===== src/rtl/gpr_writeback_pkg.sv =====
// Shared types and constants for the GPR write-side front end.
// Pure declarations: no latency, no flow control.
package gpr_writeback_pkg;

  localparam int GPR_ADDR_WIDTH = 5;
  localparam int GPR_DATA_WIDTH = 64;

  localparam logic [GPR_ADDR_WIDTH-1:0] REG_ZERO = '0;

  typedef enum logic [1:0] {
    WB_NONE = 2'd0,
    WB_ALU  = 2'd1,
    WB_LD   = 2'd2
  } wb_src_e;

endpackage


===== src/rtl/gpr_writeback_if.sv =====
// Bundle of ALU/load/issue/hazard/register-file signals around gpr_writeback.
// Slave is the writeback block; master is the core-side driver (decode, ALU, LSU).
interface gpr_writeback_if
  import gpr_writeback_pkg::*;
#(
  parameter int ADDR_WIDTH = GPR_ADDR_WIDTH,
  parameter int DATA_WIDTH = GPR_DATA_WIDTH
);

  logic                  alu_valid;
  logic [ADDR_WIDTH-1:0] alu_rd;
  logic [DATA_WIDTH-1:0] alu_data;

  logic                  ld_valid;
  logic                  ld_ready;
  logic [ADDR_WIDTH-1:0] ld_rd;
  logic [DATA_WIDTH-1:0] ld_data;

  logic                  iss_valid;
  logic [ADDR_WIDTH-1:0] iss_rd;
  logic                  iss_ready;

  logic [ADDR_WIDTH-1:0] rs1_addr;
  logic [ADDR_WIDTH-1:0] rs2_addr;
  logic                  rs1_busy;
  logic                  rs2_busy;
  logic                  rs1_fwd_valid;
  logic                  rs2_fwd_valid;
  logic [DATA_WIDTH-1:0] rs1_fwd_data;
  logic [DATA_WIDTH-1:0] rs2_fwd_data;

  logic                  rf_wen;
  logic [ADDR_WIDTH-1:0] rf_waddr;
  logic [DATA_WIDTH-1:0] rf_wdata;

  logic [2:0]            outstanding;

  modport slave (
    input  alu_valid, alu_rd, alu_data,
    input  ld_valid, ld_rd, ld_data,
    output ld_ready,
    input  iss_valid, iss_rd,
    output iss_ready,
    input  rs1_addr, rs2_addr,
    output rs1_busy, rs2_busy,
    output rs1_fwd_valid, rs2_fwd_valid, rs1_fwd_data, rs2_fwd_data,
    output rf_wen, rf_waddr, rf_wdata,
    output outstanding
  );

  modport master (
    output alu_valid, alu_rd, alu_data,
    output ld_valid, ld_rd, ld_data,
    input  ld_ready,
    output iss_valid, iss_rd,
    input  iss_ready,
    output rs1_addr, rs2_addr,
    input  rs1_busy, rs2_busy,
    input  rs1_fwd_valid, rs2_fwd_valid, rs1_fwd_data, rs2_fwd_data,
    input  rf_wen, rf_waddr, rf_wdata,
    input  outstanding
  );

endinterface


===== src/rtl/gpr_writeback_scoreboard.sv =====
// Busy bit per GPR plus outstanding-load counter; busy queries are combinational.
// Issue/retire take effect at the next edge; iss_ready stalls issue when full or rd busy.
module gpr_scoreboard
  import gpr_writeback_pkg::*;
#(
  parameter int ADDR_WIDTH      = GPR_ADDR_WIDTH,
  parameter int MAX_OUTSTANDING = 2
) (
  input  logic                  clk,
  input  logic                  rst_n,
  input  logic                  iss_valid,
  input  logic [ADDR_WIDTH-1:0] iss_rd,
  output logic                  iss_ready,
  input  logic                  ret_valid,
  input  logic [ADDR_WIDTH-1:0] ret_rd,
  input  logic [ADDR_WIDTH-1:0] q1_addr,
  output logic                  q1_busy,
  input  logic [ADDR_WIDTH-1:0] q2_addr,
  output logic                  q2_busy,
  output logic [2:0]            outstanding
);

  localparam int         NREG    = 1 << ADDR_WIDTH;
  localparam logic [2:0] MAX_CNT = 3'(MAX_OUTSTANDING);

  logic [NREG-1:0] busy;
  logic [NREG-1:0] busy_nxt;
  logic [2:0]      cnt_nxt;
  logic            issue;

  // Slot check uses this cycle's count, so a same-cycle retire never frees it early.
  assign iss_ready = (outstanding < MAX_CNT) && ((iss_rd == '0) || !busy[iss_rd]);
  assign issue     = iss_valid && iss_ready;

  assign q1_busy = (q1_addr != '0) && busy[q1_addr];
  assign q2_busy = (q2_addr != '0) && busy[q2_addr];

  always_comb begin
    busy_nxt = busy;
    cnt_nxt  = outstanding;
    if (ret_valid) begin
      busy_nxt[ret_rd] = 1'b0;
    end
    if (issue && (iss_rd != '0)) begin
      busy_nxt[iss_rd] = 1'b1;
    end
    case ({issue, ret_valid})
      2'b10:   cnt_nxt = outstanding + 3'd1;
      2'b01:   cnt_nxt = outstanding - 3'd1;
      default: cnt_nxt = outstanding;
    endcase
  end

  always_ff @(posedge clk or negedge rst_n) begin
    if (!rst_n) begin
      busy        <= '0;
      outstanding <= '0;
    end else begin
      busy        <= busy_nxt;
      outstanding <= cnt_nxt;
    end
  end

endmodule


===== src/rtl/gpr_writeback.sv =====
// Merges ALU and load results into one registered GPR write port; 1-cycle accept-to-rf_wen.
// ALU never stalls; loads see ld_ready low whenever the ALU writes and must hold.
module gpr_writeback
  import gpr_writeback_pkg::*;
#(
  parameter int ADDR_WIDTH      = GPR_ADDR_WIDTH,
  parameter int DATA_WIDTH      = GPR_DATA_WIDTH,
  parameter int MAX_OUTSTANDING = 2
) (
  input  logic            clk,
  input  logic            rst_n,
  gpr_writeback_if.slave  wb
);

  wb_src_e               src;
  logic [ADDR_WIDTH-1:0] sel_rd;
  logic [DATA_WIDTH-1:0] sel_data;
  logic                  ld_acc;

  assign wb.ld_ready = !wb.alu_valid;
  assign ld_acc      = wb.ld_valid && !wb.alu_valid;

  always_comb begin
    src      = WB_NONE;
    sel_rd   = '0;
    sel_data = '0;
    if (wb.alu_valid) begin
      src      = WB_ALU;
      sel_rd   = wb.alu_rd;
      sel_data = wb.alu_data;
    end else if (ld_acc) begin
      src      = WB_LD;
      sel_rd   = wb.ld_rd;
      sel_data = wb.ld_data;
    end
  end

  // x0 writes still load address/data; only the enable is suppressed.
  always_ff @(posedge clk or negedge rst_n) begin
    if (!rst_n) begin
      wb.rf_wen   <= 1'b0;
      wb.rf_waddr <= '0;
      wb.rf_wdata <= '0;
    end else begin
      wb.rf_wen <= (src != WB_NONE) && (sel_rd != REG_ZERO);
      if (src != WB_NONE) begin
        wb.rf_waddr <= sel_rd;
        wb.rf_wdata <= sel_data;
      end
    end
  end

  assign wb.rs1_fwd_valid = wb.rf_wen && (wb.rf_waddr == wb.rs1_addr) && (wb.rs1_addr != REG_ZERO);
  assign wb.rs2_fwd_valid = wb.rf_wen && (wb.rf_waddr == wb.rs2_addr) && (wb.rs2_addr != REG_ZERO);
  assign wb.rs1_fwd_data  = wb.rf_wdata;
  assign wb.rs2_fwd_data  = wb.rf_wdata;

  gpr_scoreboard #(
    .ADDR_WIDTH      (ADDR_WIDTH),
    .MAX_OUTSTANDING (MAX_OUTSTANDING)
  ) u_sb (
    .clk         (clk),
    .rst_n       (rst_n),
    .iss_valid   (wb.iss_valid),
    .iss_rd      (wb.iss_rd),
    .iss_ready   (wb.iss_ready),
    .ret_valid   (ld_acc),
    .ret_rd      (wb.ld_rd),
    .q1_addr     (wb.rs1_addr),
    .q1_busy     (wb.rs1_busy),
    .q2_addr     (wb.rs2_addr),
    .q2_busy     (wb.rs2_busy),
    .outstanding (wb.outstanding)
  );

endmodule


===== src/flat_wrapper.sv =====
// flat-port wrapper written by rule: the top's interface ports become plain ports
module gpr_writeback_flat import gpr_writeback_pkg::*;
#(
  parameter int ADDR_WIDTH      = GPR_ADDR_WIDTH,
  parameter int DATA_WIDTH      = GPR_DATA_WIDTH,
  parameter int MAX_OUTSTANDING = 2
)
  (clk, rst_n, wb_alu_valid, wb_alu_rd, wb_alu_data, wb_ld_valid, wb_ld_rd, wb_ld_data, wb_ld_ready, wb_iss_valid, wb_iss_rd, wb_iss_ready, wb_rs1_addr, wb_rs2_addr, wb_rs1_busy, wb_rs2_busy, wb_rs1_fwd_valid, wb_rs2_fwd_valid, wb_rs1_fwd_data, wb_rs2_fwd_data, wb_rf_wen, wb_rf_waddr, wb_rf_wdata, wb_outstanding);
  gpr_writeback_if #(.ADDR_WIDTH(ADDR_WIDTH), .DATA_WIDTH(DATA_WIDTH)) wb_i ();
  input  logic clk;
  input  logic rst_n;
  input wire logic [$bits(wb_i.alu_valid)-1:0] wb_alu_valid;
  input wire logic [$bits(wb_i.alu_rd)-1:0] wb_alu_rd;
  input wire logic [$bits(wb_i.alu_data)-1:0] wb_alu_data;
  input wire logic [$bits(wb_i.ld_valid)-1:0] wb_ld_valid;
  input wire logic [$bits(wb_i.ld_rd)-1:0] wb_ld_rd;
  input wire logic [$bits(wb_i.ld_data)-1:0] wb_ld_data;
  output wire logic [$bits(wb_i.ld_ready)-1:0] wb_ld_ready;
  input wire logic [$bits(wb_i.iss_valid)-1:0] wb_iss_valid;
  input wire logic [$bits(wb_i.iss_rd)-1:0] wb_iss_rd;
  output wire logic [$bits(wb_i.iss_ready)-1:0] wb_iss_ready;
  input wire logic [$bits(wb_i.rs1_addr)-1:0] wb_rs1_addr;
  input wire logic [$bits(wb_i.rs2_addr)-1:0] wb_rs2_addr;
  output wire logic [$bits(wb_i.rs1_busy)-1:0] wb_rs1_busy;
  output wire logic [$bits(wb_i.rs2_busy)-1:0] wb_rs2_busy;
  output wire logic [$bits(wb_i.rs1_fwd_valid)-1:0] wb_rs1_fwd_valid;
  output wire logic [$bits(wb_i.rs2_fwd_valid)-1:0] wb_rs2_fwd_valid;
  output wire logic [$bits(wb_i.rs1_fwd_data)-1:0] wb_rs1_fwd_data;
  output wire logic [$bits(wb_i.rs2_fwd_data)-1:0] wb_rs2_fwd_data;
  output wire logic [$bits(wb_i.rf_wen)-1:0] wb_rf_wen;
  output wire logic [$bits(wb_i.rf_waddr)-1:0] wb_rf_waddr;
  output wire logic [$bits(wb_i.rf_wdata)-1:0] wb_rf_wdata;
  output wire logic [$bits(wb_i.outstanding)-1:0] wb_outstanding;
  assign wb_i.alu_valid = wb_alu_valid;
  assign wb_i.alu_rd = wb_alu_rd;
  assign wb_i.alu_data = wb_alu_data;
  assign wb_i.ld_valid = wb_ld_valid;
  assign wb_i.ld_rd = wb_ld_rd;
  assign wb_i.ld_data = wb_ld_data;
  assign wb_ld_ready = wb_i.ld_ready;
  assign wb_i.iss_valid = wb_iss_valid;
  assign wb_i.iss_rd = wb_iss_rd;
  assign wb_iss_ready = wb_i.iss_ready;
  assign wb_i.rs1_addr = wb_rs1_addr;
  assign wb_i.rs2_addr = wb_rs2_addr;
  assign wb_rs1_busy = wb_i.rs1_busy;
  assign wb_rs2_busy = wb_i.rs2_busy;
  assign wb_rs1_fwd_valid = wb_i.rs1_fwd_valid;
  assign wb_rs2_fwd_valid = wb_i.rs2_fwd_valid;
  assign wb_rs1_fwd_data = wb_i.rs1_fwd_data;
  assign wb_rs2_fwd_data = wb_i.rs2_fwd_data;
  assign wb_rf_wen = wb_i.rf_wen;
  assign wb_rf_waddr = wb_i.rf_waddr;
  assign wb_rf_wdata = wb_i.rf_wdata;
  assign wb_outstanding = wb_i.outstanding;
  gpr_writeback #(.ADDR_WIDTH(ADDR_WIDTH), .DATA_WIDTH(DATA_WIDTH), .MAX_OUTSTANDING(MAX_OUTSTANDING)) u_core (.clk(clk), .rst_n(rst_n), .wb(wb_i));
endmodule

===== config.mk =====
export PLATFORM = sky130hd
export DESIGN_NAME = gpr_writeback_flat
export DESIGN_NICKNAME = d
export VERILOG_FILES = /design/src/rtl/gpr_writeback_pkg.sv /design/src/rtl/gpr_writeback_if.sv /design/src/rtl/gpr_writeback_scoreboard.sv /design/src/rtl/gpr_writeback.sv /design/src/flat_wrapper.sv
export SDC_FILE = /design/constraint.sdc
export NUM_CORES = 1
export LEC_CHECK = 0
export BUFFER_PORTS_ARGS = -buffer_cell sky130_fd_sc_hd__buf_2
export CORE_AREA = 2 2 140 142
export DETAILED_ROUTE_END_ITERATION = 7
export DIE_AREA = 0 0 142 144
export PLACE_DENSITY = 0.73
export SYNTH_ARGS = -nofsm -noshare
export SYNTH_HDL_FRONTEND = slang
export SYNTH_SLANG_ARGS = --single-unit

===== constraint.sdc =====
create_clock -name clk -period 3.25 [get_ports clk]
set_input_delay 0.325 -clock clk [delete_from_list [all_inputs] [get_ports clk]]
set_output_delay 0.325 -clock clk [all_outputs]
set_load 0.05 [all_outputs]

==> impl_metrics.json <==
{
  "synth_nets": 846,
  "clk_latency_ps": 360,
  "firstDrtPassIters": 5,
  "irDropWorstVdd_mv": 0.3795,
  "antenna_found_initial": 1,
  "layout-drive-gt1-share_pct": 47.61,
  "clock-skew-final_ps": 9.639,
  "wl_per_cell_um": 21.20,
  "hpwl_um": 18890,
  "power_leakage_nw": 4.178,
  "syn_area_per_cell_um2": 10.04,
  "rsz0062_at_grt": "no",
  "post-route-min-period_ps": 2736,
  "synthesis.area_mm2": 0.006885,
  "grt_remaining_overflow": 0,
  "synth_top_area_cell": "dfrtp_1",
  "via_per_inst": 5.222,
  "grt_pass1_vias": 5599,
  "synth_compound_area_share_pct": 14.32,
  "worst_path_max_delay_cell": "mux4_2",
  "synthToLayoutAreaGrowth_pct": 19.19,
  "cap_violations": 0,
  "cts_buffer_depth": 2,
  "synthMuxAreaShare_pct": 19.08,
  "crit_type": "reg -> out",
  "finalSetupViolCount": 0,
  "synth_top_family_by_area": "multiplexers",
  "seqCellArea_mm2": 0.002628,
  "violations": "hold timing",
  "hp-class": "in -> async",
  "yosysWarnings": 0,
  "status": "finished, violations left",
  "crit_chain": "mux4_2 -> a32oi_2 -> o211ai_4 -> buf_4 -> o31ai_2 -> buf_2",
  "end_kind": "primary output",
  "hold_viol": 7,
  "antenna_cells": 0,
  "place_congestion": 0.9651,
  "drt_iter0_drc": 459,
  "fin_nets": 1056,
  "ys_ff_latch": 105,
  "dpl_cell_area_mm2": 0.007919,
  "num-fill-cells": 1862,
  "synth_top_cell_area_share_pct": 38.16,
  "postCtsResizedCells": 0,
  "die_w_um": 142,
  "hold_slack_ps": -16.18,
  "post-route-drc-count": 0,
  "tightest_slew_ps": 882.1,
  "synthSimpleGateAreaFrac_pct": 9.340,
  "async_flop_share_pct": 100.0,
  "yosysSeqAreaShare_pct": 38.16,
  "fin_crit_sh_pct": 84.18,
  "slew-limit-headroom_pct": 41.19,
  "wl_um": 24150,
  "synthTopCellsByArea": "dfrtp_1 (38%), buf_4 (14%), mux2i_1 (11%), o21ai_0 (7.3%), mux4_2 (6.9%)",
  "ys.flop_type": "dfrtp_1",
  "post-cts-setup-buffer-count": 0,
  "slew_violations": 0,
  "cts-root-buf": "clkbuf_16",
  "tns_ps": 0,
  "tritoncts": "yes",
  "num_rows": 51,
  "cts_sinks": 105,
  "final_area_mm2": 0.008207,
  "synth_xor_area_share_pct": 1.526,
  "cp_max_fo": 17,
  "portBuffers": 364,
  "multiInputGateArea_mm2": 0.003080,
  "synth_adder_area_share_pct": 0.4725,
  "required_ps": 2920,
  "grt_pass1_wl_um": 34360,
  "ys_types": 55,
  "grtUsageTotal_pct": 22.90,
  "slowest_delay_ps": 500,
  "dieArea_mm2": 0.02045,
  "ant_nets": 0,
  "grt_max_degree": 105,
  "fmax_ghz": 0.3655,
  "startpoint_type": "flip-flop",
  "die_h_um": 144,
  "path_buf_inv": 2,
  "synth-edff-count": 0,
  "power_density_mw_per_mm2": 630.9,
  "htreeDepth": 3,
  "netlist_instances": 686,
  "pin_count": 365,
  "clk_pin_slew_ps": 70,
  "vias": 5948,
  "final_common_cell": "buf_2",
  "core-area_mm2": 0.01908,
  "initial_utilization_pct": 36.09,
  "critPathTopFamily": "compound AO/OA/AOI/OAI gates",
  "arrival_ps": 2410,
  "cts_made_buffers": 9,
  "ctsHoldBuffers": 0,
  "layout_common_cells": "buf_2 (361), dfrtp_1 (105), o21ai_0 (100)"
}
-- final cells by class --
cell class                 count  share of cell area, %
inverter                       5                 0.2287
timing repair buffer         371                  23.08
clock buffer                  10                  2.912
multi-input combinational    404                  37.54
tap                          238                  3.629
sequential                   105                  32.02
clock inverter                 6                 0.5946
-- per-stage QoR --
| stage | util [%] | power [W] | instances | hold WS (ps) | worst slack [ps] |
|---|---|---|---|---|---|
| 5_1_grt | 43.01 | 0.005441 | 1139 | 16.90 | 463.7 |
| 6_report | 43.01 | 0.005177 | 1139 | -16.18 | 514.1 |
| 3_5_place_dp | 41.50 | 0.004114 | 1123 | 396.3 | 359.6 |
| 4_1_cts | 43.01 | 0.005206 | 1139 | 10.08 | 533.7 |
| 2_1_floorplan | - | 0.003645 | 686 | 29.41 | 515.3 |
| 3_3_place_gp | 41.50 | 0.004083 | 1123 | 380.8 | 372.6 |
-- where the power goes --
| group | internal, W | leakage (nW) | switching [W] |
|---|---|---|---|
| registers | 0.00155 | 1.31 | 0.000292 |
| clock network | 0.000551 | 0.137 | 0.000524 |
| logic | 0.000683 | 2.73 | 0.00158 |
-- flip-flops by register name, indices dropped and copies added, names as in the netlist --
name                     flops
u_core.u_sb.outstanding      3
u_core.wb.rf_waddr           5
u_core.wb.rf_wen             1
u_core.wb.rf_wdata          64
u_core.u_sb.busy            32
-- worst reg2reg max path: stages, from the launching register on --
cell and delay [ps]:
dfrtp_1 430, mux2_1 330, a32oi_2 250, nand2_2 180, o41a_1 460, ha_1 220
inv_1 70, fa_1 170, xor2_1 150, nor2_1 60, xor2_1 140
-- layer usage --
layer	vias to the layer above	track usage (%)	wire length, µm
met2	332	33.69	10490
met3	23	14.01	3497
met1	2871	28.96	9885
li1	2720	-	-
met4	2	4.421	260
met5	-	0	13
-- synth_stat cells, drive strengths merged, types with 3 or more instances --
cell,n
xor2,7
nor3,4
nand3b,5
o41ai,4
mux2i,78
o21ai,101
mux4,21
mux2,5
buf,146
nand2,84
clkbuf,26
dfrtp,105
nor2b,4
inv,5
o31ai,29
xnor2,5
nand3,8
or3b,3
nor3b,3
nor2,10
nand2b,4
or4,3
-- worst paths after layout --
check / slack, ps / from / to / depth (start not counted)
setup / recovery: 510 / u_core.u_sb.busy[23] / wb_iss_ready / 6
hold / removal: -20 / rst_n / u_core.wb.rf_waddr[3] / 1
setup reg to reg: 680 / u_core.u_sb.busy[5] / u_core.u_sb.outstanding[2] / 10
hold reg to reg: 500 / u_core.u_sb.outstanding[0] / u_core.u_sb.outstanding[0] / 1
max in group asynchronous: 2510 / rst_n / u_core.wb.rf_wdata[8] / 2
min in group clk: 170 / wb_alu_data[27] / u_core.wb.rf_wdata[27] / 3
-- logic make-up after synthesis --
family | after synthesis
XOR/XNOR | 12
AO/OA/AOI/OAI | 149
AND/OR/NAND/NOR | 137
adder cells (fa/ha/maj) | 2
multiplexers | 104
flip-flops | 105
buffers and inverters | 177
Power figures use the tool's default switching activity.
